File: src/rtl/mfp_sys_lite.sv
// rtl/mfp_sys_lite.sv - reduced MIPSfpga system: fixed-sequence AHB-Lite master plus GPIO slave.
// Optional MFP_SYS_INPUT_SYNC_EN adds 2-flop synchronizers on switches, buttons and UART_RX.
module mfp_sys_lite #(
  parameter logic [31:0] BOOT_BASE = 32'h1FC0_0000,
  parameter logic [31:0] BOOT_LAST = 32'h1FC0_00CC,
  parameter logic [31:0] USER_BASE = 32'h0000_0260,
  parameter logic [31:0] USER_LAST = 32'h0000_03FC,
  parameter logic [31:0] GPIO_LED  = 32'h1F80_0000,
  parameter logic [31:0] GPIO_SW   = 32'h1F80_0004,
  parameter logic [31:0] GPIO_PB   = 32'h1F80_0008,
  parameter logic [31:0] GPIO_UART = 32'h1F80_000C,
  parameter int          N_SW      = 16,
  parameter int          N_LED     = 16
) (
  input  logic              SI_ClkIn,
  input  logic              SI_Reset,
  input  logic              SI_ColdReset_N,
  input  logic              EJ_TRST_N_probe,
  input  logic              EJ_TDI,
  input  logic              EJ_TMS,
  input  logic              EJ_TCK,
  input  logic              EJ_DINT,
  output logic              EJ_TDO,
  input  logic [N_SW-1:0]   IO_Switch,
  input  logic [4:0]        IO_PB,
  input  logic              UART_RX,
  output logic [N_LED-1:0]  IO_LED,
  output logic [31:0]       HADDR,
  output logic              HWRITE,
  output logic [2:0]        HSIZE,
  output logic [31:0]       HWDATA,
  output logic [31:0]       HRDATA
);

  typedef enum logic [2:0] {ST_BOOT, ST_FETCH, ST_RD_SW, ST_WR_LED, ST_RD_PB} state_t;

  state_t            state_q, state_d;
  logic [31:0]       boot_addr_q, boot_addr_d;
  logic [31:0]       pc_q, pc_d;
  logic [31:0]       dp_addr_q;
  logic              dp_write_q;
  logic [31:0]       hwdata_q;
  logic [N_LED-1:0]  led_q;
  logic [N_SW-1:0]   sw_v;
  logic [4:0]        pb_v;
  logic              rx_v;
  logic              unused_pins;

  assign unused_pins = ^{SI_ColdReset_N, EJ_TRST_N_probe, EJ_TDI, EJ_TMS, EJ_TCK, EJ_DINT};

`ifdef MFP_SYS_INPUT_SYNC_EN
  logic [N_SW-1:0] sw_s1_q, sw_s2_q;
  logic [4:0]      pb_s1_q, pb_s2_q;
  logic            rx_s1_q, rx_s2_q;

  // UART_RX idles high, so its synchronizer resets to 1.
  always_ff @(posedge SI_ClkIn) begin
    if (SI_Reset) begin
      sw_s1_q <= '0;
      sw_s2_q <= '0;
      pb_s1_q <= '0;
      pb_s2_q <= '0;
      rx_s1_q <= 1'b1;
      rx_s2_q <= 1'b1;
    end else begin
      sw_s1_q <= IO_Switch;
      sw_s2_q <= sw_s1_q;
      pb_s1_q <= IO_PB;
      pb_s2_q <= pb_s1_q;
      rx_s1_q <= UART_RX;
      rx_s2_q <= rx_s1_q;
    end
  end

  assign sw_v = sw_s2_q;
  assign pb_v = pb_s2_q;
  assign rx_v = rx_s2_q;
`else
  assign sw_v = IO_Switch;
  assign pb_v = IO_PB;
  assign rx_v = UART_RX;
`endif

  always_comb begin
    state_d     = state_q;
    boot_addr_d = boot_addr_q;
    pc_d        = pc_q;
    HADDR       = boot_addr_q;
    HWRITE      = 1'b0;
    case (state_q)
      ST_BOOT: begin
        HADDR = boot_addr_q;
        if (boot_addr_q == BOOT_LAST) begin
          state_d = ST_FETCH;
          pc_d    = USER_BASE;
        end else begin
          boot_addr_d = boot_addr_q + 32'd4;
        end
      end
      ST_FETCH: begin
        HADDR   = pc_q;
        state_d = ST_RD_SW;
      end
      ST_RD_SW: begin
        HADDR   = GPIO_SW;
        state_d = ST_WR_LED;
      end
      ST_WR_LED: begin
        HADDR   = GPIO_LED;
        HWRITE  = 1'b1;
        state_d = ST_RD_PB;
      end
      ST_RD_PB: begin
        HADDR   = GPIO_PB;
        state_d = ST_FETCH;
        pc_d    = (pc_q == USER_LAST) ? USER_BASE : pc_q + 32'd4;
      end
      default: state_d = ST_BOOT;
    endcase
  end

  // Write data is captured at the end of the WR_LED address phase so it is valid
  // throughout the following data phase; the LED register takes it one cycle later.
  always_ff @(posedge SI_ClkIn) begin
    if (SI_Reset) begin
      state_q     <= ST_BOOT;
      boot_addr_q <= BOOT_BASE;
      pc_q        <= USER_BASE;
      dp_addr_q   <= BOOT_BASE;
      dp_write_q  <= 1'b0;
      hwdata_q    <= '0;
      led_q       <= '0;
    end else begin
      state_q     <= state_d;
      boot_addr_q <= boot_addr_d;
      pc_q        <= pc_d;
      dp_addr_q   <= HADDR;
      dp_write_q  <= HWRITE;
      if (HWRITE) begin
        hwdata_q <= 32'(sw_v);
      end
      if (dp_write_q && dp_addr_q == GPIO_LED) begin
        led_q <= hwdata_q[N_LED-1:0];
      end
    end
  end

  always_comb begin
    HRDATA = 32'h0000_0000;
    if (!dp_write_q) begin
      case (dp_addr_q)
        GPIO_SW:   HRDATA = 32'(sw_v);
        GPIO_PB:   HRDATA = 32'(pb_v);
        GPIO_LED:  HRDATA = 32'(led_q);
        GPIO_UART: HRDATA = {31'b0, rx_v};
        default:   HRDATA = 32'h0000_0000;
      endcase
    end
  end

  assign HSIZE  = 3'b010;
  assign HWDATA = hwdata_q;
  assign IO_LED = led_q;
  assign EJ_TDO = 1'b0;

endmodule

File: config.mk
export PLATFORM = sky130hd
export DESIGN_NAME = mfp_sys_lite
export DESIGN_NICKNAME = d
export VERILOG_FILES = /design/src/rtl/mfp_sys_lite.sv
export SDC_FILE = /design/constraint.sdc
export NUM_CORES = 1
export LEC_CHECK = 0
export BUFFER_PORTS_ARGS = -buffer_cell sky130_fd_sc_hd__buf_2
export CORE_UTILIZATION = 56
export CTS_BUF_LIST = sky130_fd_sc_hd__clkbuf_8
export CTS_CLUSTER_SIZE = 28
export DETAILED_ROUTE_END_ITERATION = 12
export PLACE_DENSITY = 0.86
export SLEW_MARGIN = 5
export SYNTH_ARGS = -nofsm -noshare
export SYNTH_HDL_FRONTEND = slang
export SYNTH_SLANG_ARGS = --single-unit
File: constraint.sdc
create_clock -name SI_ClkIn -period 2.7 [get_ports SI_ClkIn]
set_input_delay 0.81 -clock SI_ClkIn [delete_from_list [all_inputs] [get_ports SI_ClkIn]]
set_output_delay 0.81 -clock SI_ClkIn [all_outputs]
set_load 0.01 [all_outputs]
==> impl_metrics.tcl, run 1 <==
set metrics [dict create \
    fillCellCount 783 \
    max-clock-path-buffers 2 \
    numCtsBuffers 17 \
    first_pass_drt_iterations 7 \
    antenna_violating_nets_post_route 0 \
    grt_antenna_before_repair 0 \
    fp.dieW_um 109 \
    slew_headroom_pct 40.4 \
    crit_path_max_fanout 8 \
    post-dp-hpwl_mm 11.9 \
    worst-setup-path-type "flip-flop to primary output" \
    synthDominantCellAreaShare_pct 39.6 \
    core_um2 11000 \
    die_height_um 109 \
    fin_total_pwr_mw 4.33 \
    finalWirelength_mm 18.2 \
    grt_max_degree 67 \
    boundaryPins 147 \
    first_global_vias 5654 \
    layout.cells.most_common "sky130_fd_sc_hd__dfxtp_1" \
    power-per-cell-area_nw_per_um2 569 \
    grt.overflow.total 0 \
    crit_required_ps 1890 \
    cts_tree "done" \
    timing_worst_slew_pin_value_ps 895 \
    timing.final.hold_violations 0 \
    routabilityCongestion 0.960 \
    yosys.area_share.simple_pct 29.1 \
    path_cells "nor4_4, nand4_1, buf_6, or3_4, buf_8, nor2b_2, buf_2" \
    number_of_h_tree_levels 4 \
    yosysWarningCount 0 \
    synth_top_area_cell "sky130_fd_sc_hd__dfxtp_1" \
    floorplan.initialDensity_pct 58.4 \
    finalNonFillerCells 1021 \
    cts_sinks 127 \
    rsz0062_at_grt "yes" \
    row_count 38 \
    clock_insertion_delay_worst_skew_ps 460 \
    ys_dominant_reg_cell "sky130_fd_sc_hd__dfxtp_1" \
    post_synth.cell_area_avg_um2 8.37 \
    post-route-period-util_pct 110 \
    grt.total_usage_pct 30.5 \
    mostFrequentLayoutCells "sky130_fd_sc_hd__dfxtp_1 (121), sky130_fd_sc_hd__buf_2 (101), sky130_fd_sc_hd__nand2_1 (87)" \
    synth.area.top_cells "sky130_fd_sc_hd__dfxtp_1 (40%), sky130_fd_sc_hd__nand2_1 (5.1%), sky130_fd_sc_hd__buf_4 (4.7%)" \
    holdWs_ps 471 \
    dieArea_um2 11900 \
    drt-vias-per-instance 6.03 \
    ys_types 63 \
    final_period_minus_worst_setup_slack_ps 2980 \
    drt_iter0_drc 597 \
    cpLargestDelayFamily "simple AND/OR/NAND/NOR gates" \
    synth_adder_area_share_pct 0.585 \
    run_status "complete, but fails checks" \
    num_vias 6153 \
    critical_path.n_buffers_inverters 3 \
    postSynth.asyncResetShare_pct 0 \
    timing.final.ws_setup_ps -277 \
    port_buffers 102 \
    wire_length_of_the_first_global_routing_pass_mm 27.6 \
    muxShareOfSynthArea_pct 4.88 \
    setup-violations-final 16 \
    critical_path.startpoint_type "flip-flop" \
    number_of_synthesized_register_bits 127 \
    synth-edff-count 0 \
    synth-seq-area-share_pct 39.6 \
    critPathCaptureType "primary output" \
    synth_compound_area_share_pct 12.4 \
    clock_tree.root_cell "sky130_fd_sc_hd__clkbuf_8" \
    synthesis.instances 766 \
    failed_checks "setup timing" \
    hold_path_class "flip-flop to flip-flop" \
    avgRoutedWirePerCell_um 17.8 \
    crit_path_top_delay_cell "sky130_fd_sc_hd__or3_4" \
    max_stage_delay_ps 370 \
    max-cap-violations 0 \
    post_synth_xor_area_fraction_pct 4.23 \
    skew_final_ps 13.4 \
    layout-drive-gt1-share_pct 26.1 \
    syn-cell-area_um2 6410 \
    slew_violations 0 \
    placed_cells 982 \
    finish.net_count 901 \
    vdd.ir_drop.worst_mv 0.358 \
    area.growth.synth_to_final_pct 18.5 \
    cellLeakagePower_nw 2.94 \
    drc 0 \
    clkTransAtPathRegs_ps 90 \
    main_combinational_cell_family_by_area_after_synthesis "simple AND/OR/NAND/NOR gates" \
    antenna_cells 0 \
    clock.fmax_mhz 336 \
    worstPathArrival_ps 2170 \
]
-- logic make-up after synthesis --
kind of cell	after synthesis
AO/OA/AOI/OAI	120
XOR/XNOR	31
adder cells (fa/ha/maj)	3
buffers and inverters	105
flip-flops	127
multiplexers	30
other	2
AND/OR/NAND/NOR	348
-- final cells by class --
type | count | area [um^2] | area share, %
Inverter | 19 | 71.3 | 0.938
Multi-Input combinational cell | 571 | 3620 | 47.6
Clock inverter | 15 | 165 | 2.17
Clock buffer | 17 | 234 | 3.08
Timing Repair Buffer | 132 | 787 | 10.4
Tap cell | 140 | 175 | 2.30
Sequential cell | 127 | 2550 | 33.6
-- metrics by stage --
stage	worst slack [ps]	TNS [ps]	utilization, %	cell area, um^2
5_1_grt	-424	-6210	69.2	7600
3_3_place_gp	22.2	0	63.0	6910
3_5_place_dp	-21.7	-57.0	63.0	6910
6_report	-277	-3990	69.2	7600
4_1_cts	-268	-3940	68.1	7480
2_1_floorplan	275	0	-	6550
-- final timing paths --
kind / startpoint / to / slack, ps / cells after the start
worst max register to register: boot_addr_q[3]$_SDFFE_PP0P_ / pc_q[4]$_SDFFE_PP0P_ / 350 / 6
worst max-delay path: dp_addr_q[9]$_SDFF_PP0_ / HRDATA[0] / -280 / 7
worst min-delay path: HWDATA[11]$_SDFFE_PP0P_ / HWDATA[11]$_SDFFE_PP0P_ / 470 / 2
worst min register to register: HWDATA[11]$_SDFFE_PP0P_ / HWDATA[11]$_SDFFE_PP0P_ / 470 / 2
-- report_power, final --
| part | internal, mW | total, mW | switching (mW) | leakage (nW) |
|---|---|---|---|---|
| clock | 0.700 | 1.63 | 0.928 | 0.200 |
| sequential | 1.92 | 1.98 | 0.0565 | 1.03 |
| combinational | 0.292 | 0.721 | 0.429 | 1.71 |
| total | 2.91 | 4.33 | 1.41 | 2.94 |
-- synth_stat cells, types with 20 or more instances --
cell type / instances
sky130_fd_sc_hd__nor2_1: 76
sky130_fd_sc_hd__a21oi_1: 43
sky130_fd_sc_hd__and2_1: 27
sky130_fd_sc_hd__nor4_1: 20
sky130_fd_sc_hd__clkbuf_1: 31
sky130_fd_sc_hd__buf_4: 40
sky130_fd_sc_hd__dfxtp_1: 127
sky130_fd_sc_hd__nand3_1: 40
sky130_fd_sc_hd__nand2_1: 87
sky130_fd_sc_hd__mux2i_1: 29
sky130_fd_sc_hd__xnor2_1: 21
sky130_fd_sc_hd__a22o_1: 21
-- repair_timing --
action	CTS	global route
gates cloned	4	1
hold buffers	0	0
endpoints found under the setup margin	38	32
gates resized for setup	33	33
buffers inserted	2	1
pin swaps	15	12
-- per-layer routing --
layer / GRT usage [%] / vias to the layer above / share of wire [%]
met5: 0 / - / 0
met4: 17.6 / 0 / 4.0
met3: 7.41 / 77 / 9.2
met2: 50.1 / 352 / 48
met1: 36.1 / 2890 / 38
li1: - / 2834 / -
-- flip-flops by register name, indices dropped and copies added (netlist names) --
name and count:
dp_addr_q 31, boot_addr_q 30, pc_q 30, HWDATA 16
IO_LED 16, state_q 3, dp_write_q 1
-- worst register-to-register path: cells and delay by family, from the launching register on --
| kind | cells | cell delay (ps) |
|---|---|---|
| adders and majority gates | 1 | 220 |
| AOI/OAI and AO/OA | 2 | 980 |
| muxes | 1 | 90 |
| DFF | 1 | 420 |
| and+or+nand+nor | 2 | 530 |
No activity file was read; power rests on OpenSTA's default activity.
==> run 2, diff against run 1 <==
--- a/config.mk
+++ b/config.mk
@@ -6,11 +6,11 @@
 export NUM_CORES = 1
 export LEC_CHECK = 0
 export BUFFER_PORTS_ARGS = -buffer_cell sky130_fd_sc_hd__buf_2
-export CORE_UTILIZATION = 56
+export CORE_UTILIZATION = 55
 export CTS_BUF_LIST = sky130_fd_sc_hd__clkbuf_8
 export CTS_CLUSTER_SIZE = 28
 export DETAILED_ROUTE_END_ITERATION = 12
-export PLACE_DENSITY = 0.86
+export PLACE_DENSITY = 0.85
 export SLEW_MARGIN = 5
 export SYNTH_ARGS = -nofsm -noshare
 export SYNTH_HDL_FRONTEND = slang
==> run 2 against run 1 <==
The run still ends with setup timing left. Final cell count grew 0.59%. Non-clock buffer count grew 4. Final area grew 0.28%. Worst setup slack lost 170 ps. Clock power grew 5%. Clock-buffer cell count is the same. Critical endpoint is now HRDATA[10]. Highest routed layer unchanged.
==> impl_metrics.tcl, run 2 (same netlist as run 1, synthesis figures left out) <==
set metrics [dict create \
    grt_max_degree 45 \
    placed_cell_area_um2 6960 \
    clock.fmax_mhz 317 \
    reg2reg_to "pc_q[9]$_SDFFE_PP1P_" \
    num_vias 6040 \
    slew_headroom_pct 39.3 \
    multi_input_comb_area_um2 3590 \
    numCtsBuffers 17 \
    holdWs_ps 470 \
    worstRegToRegCells 6 \
    layout-drive-gt1-share_pct 25.3 \
    cts_sinks 127 \
    critical_path.startpoint_type "flip-flop" \
    grt.overflow.total 0 \
    boundaryPins 147 \
    port_buffers 102 \
    drc 0 \
    cts_tree "done" \
    top_register "dp_addr_q" \
    first_global_vias 5303 \
    hold_path_class "flip-flop to flip-flop" \
    number_of_h_tree_levels 4 \
    power-per-cell-area_nw_per_um2 578 \
    area.growth.synth_to_final_pct 18.8 \
    clock_insertion_delay_worst_skew_ps 460 \
    grt.total_usage_pct 28.2 \
    max-cap-violations 0 \
    timing.final.hold_violations 0 \
    post-dp-hpwl_mm 11.4 \
    fin_total_pwr_mw 4.40 \
    cellLeakagePower_nw 2.94 \
    fillCellCount 892 \
    dieArea_um2 12100 \
    drt-vias-per-instance 5.88 \
    post-route-period-util_pct 117 \
    worst-setup-path-type "flip-flop to primary output" \
    routabilityCongestion 0.899 \
    core_um2 11400 \
    finish.net_count 905 \
    regs_by_ff_count "dp_addr_q x31, boot_addr_q x30, pc_q x30" \
    finalInstanceArea_um2 7620 \
    grt_antenna_before_repair 0 \
    run_status "complete, but fails checks" \
    antenna_violating_nets_post_route 0 \
    max-clock-path-buffers 2 \
    failed_checks "setup timing" \
    first_pass_drt_iterations 6 \
    finish.utilization_pct 67.1 \
    clock_tree.root_cell "sky130_fd_sc_hd__clkbuf_8" \
    rsz0062_at_grt "yes" \
    placed_cells 989 \
    finalWirelength_mm 17.4 \
    hold_buffers 0 \
    cell_depth_of_the_worst_hold_path 2 \
    drt_iter0_drc 476 \
    crit_required_ps 1890 \
    vdd.ir_drop.worst_mv 0.342 \
    holdPathEnd "HWDATA[12]$_SDFFE_PP0P_" \
    slew_violations 0 \
    mostFrequentLayoutCells "sky130_fd_sc_hd__dfxtp_1 (123), sky130_fd_sc_hd__buf_2 (99), sky130_fd_sc_hd__nand2_1 (87)" \
    worstPathArrival_ps 2340 \
    largest_register_ff_count 31 \
    critPathCaptureType "primary output" \
    fp.dieW_um 110 \
    antenna_cells 0 \
    timing.final.ws_setup_ps -450 \
    final_period_minus_worst_setup_slack_ps 3150 \
    timing_worst_slew_pin_value_ps 910 \
    die_height_um 110 \
    reg2reg_setup_slack_ps 200 \
    r2r-start "boot_addr_q[3]$_SDFFE_PP0P_" \
    clkTransAtPathRegs_ps 80 \
    skew_final_ps 11.5 \
    avgRoutedWirePerCell_um 16.9 \
    layout.area.seq_um2 2550 \
    setup-violations-final 16 \
    layout.cells.most_common "sky130_fd_sc_hd__dfxtp_1" \
    crit_path_max_fanout 5 \
    hold_path_startpoint "HWDATA[12]$_SDFFE_PP0P_" \
    row_count 39 \
    wire_length_of_the_first_global_routing_pass_mm 26.0 \
    floorplan.initialDensity_pct 56.4 \
    finalNonFillerCells 1027 \
]
run 2: cell count changes in the layout (fill, tap and decap cells not counted), moves of 3 or more:
cell,before,now
sky130_fd_sc_hd__bufinv_16,0,3
sky130_fd_sc_hd__clkinv_2,0,3
sky130_fd_sc_hd__nor2_1,67,72
sky130_fd_sc_hd__nor2_2,7,0
sky130_fd_sc_hd__clkinv_8,3,0
sky130_fd_sc_hd__buf_4,19,27
sky130_fd_sc_hd__buf_6,9,6
sky130_fd_sc_hd__inv_8,5,0
run 2: layout make-up:
cell class              instances  share of cell area (%)
well taps                     143                    2.35
repair buffers                136                    10.9
flip-flops and latches        127                    33.4
clock buffers                  17                    3.07
inverters                      19                   0.935
multi-input cells             571                    47.1
clock inverters                14                    2.20
run 2: metrics by stage:
stage | setup WS (ps) | setup TNS, ps
2_1_floorplan | 275 | 0
3_3_place_gp | 47.8 | 0
3_5_place_dp | 71.1 | 0
4_1_cts | -365 | -5380
5_1_grt | -594 | -8470
6_report | -450 | -6150
run 2: worst max path at each step:
stage,endpoint,from,slack (ps)
floorplan,HRDATA[10],dp_addr_q[1]$_SDFF_PP0_,280
global placement,HRDATA[12],dp_addr_q[9]$_SDFF_PP0_,50
detailed placement,HRDATA[1],dp_addr_q[13]$_SDFF_PP0_,70
CTS,HRDATA[15],dp_addr_q[14]$_SDFF_PP0_,-370
global route,HRDATA[9],dp_addr_q[13]$_SDFF_PP0_,-590
finish,HRDATA[10],dp_addr_q[13]$_SDFF_PP0_,-450
run 2: where the power goes:
part,switching (mW),internal [mW]
clock network,0.804,0.907
registers,0.0568,1.92
logic,0.420,0.293
run 2: worst max-delay path, stage by stage (launching register included):
cell	delay, ps
sky130_fd_sc_hd__dfxtp_2	320
sky130_fd_sc_hd__nor4_2	260
sky130_fd_sc_hd__buf_4	170
sky130_fd_sc_hd__nand4_1	110
sky130_fd_sc_hd__buf_4	180
sky130_fd_sc_hd__nor4_4	290
sky130_fd_sc_hd__buf_4	210
sky130_fd_sc_hd__a22oi_1	80
sky130_fd_sc_hd__nor2_1	110
sky130_fd_sc_hd__buf_2	150
run 2: per-layer routing:
metal | GRT usage [%] | vias up | routed length [um]
li1 | - | 2818 | -
met1 | 34.0 | 2818 | 7050
met2 | 45.8 | 344 | 8130
met3 | 7.88 | 60 | 1530
met4 | 15.1 | 0 | 678
met5 | 0 | - | 0
run 2: what timing repair did:
action,in CTS,in global routing
endpoints found under the setup margin,38,37
gates resized for setup,15,37
pin swaps,3,16
gates cloned,1,3
buffers inserted,1,2
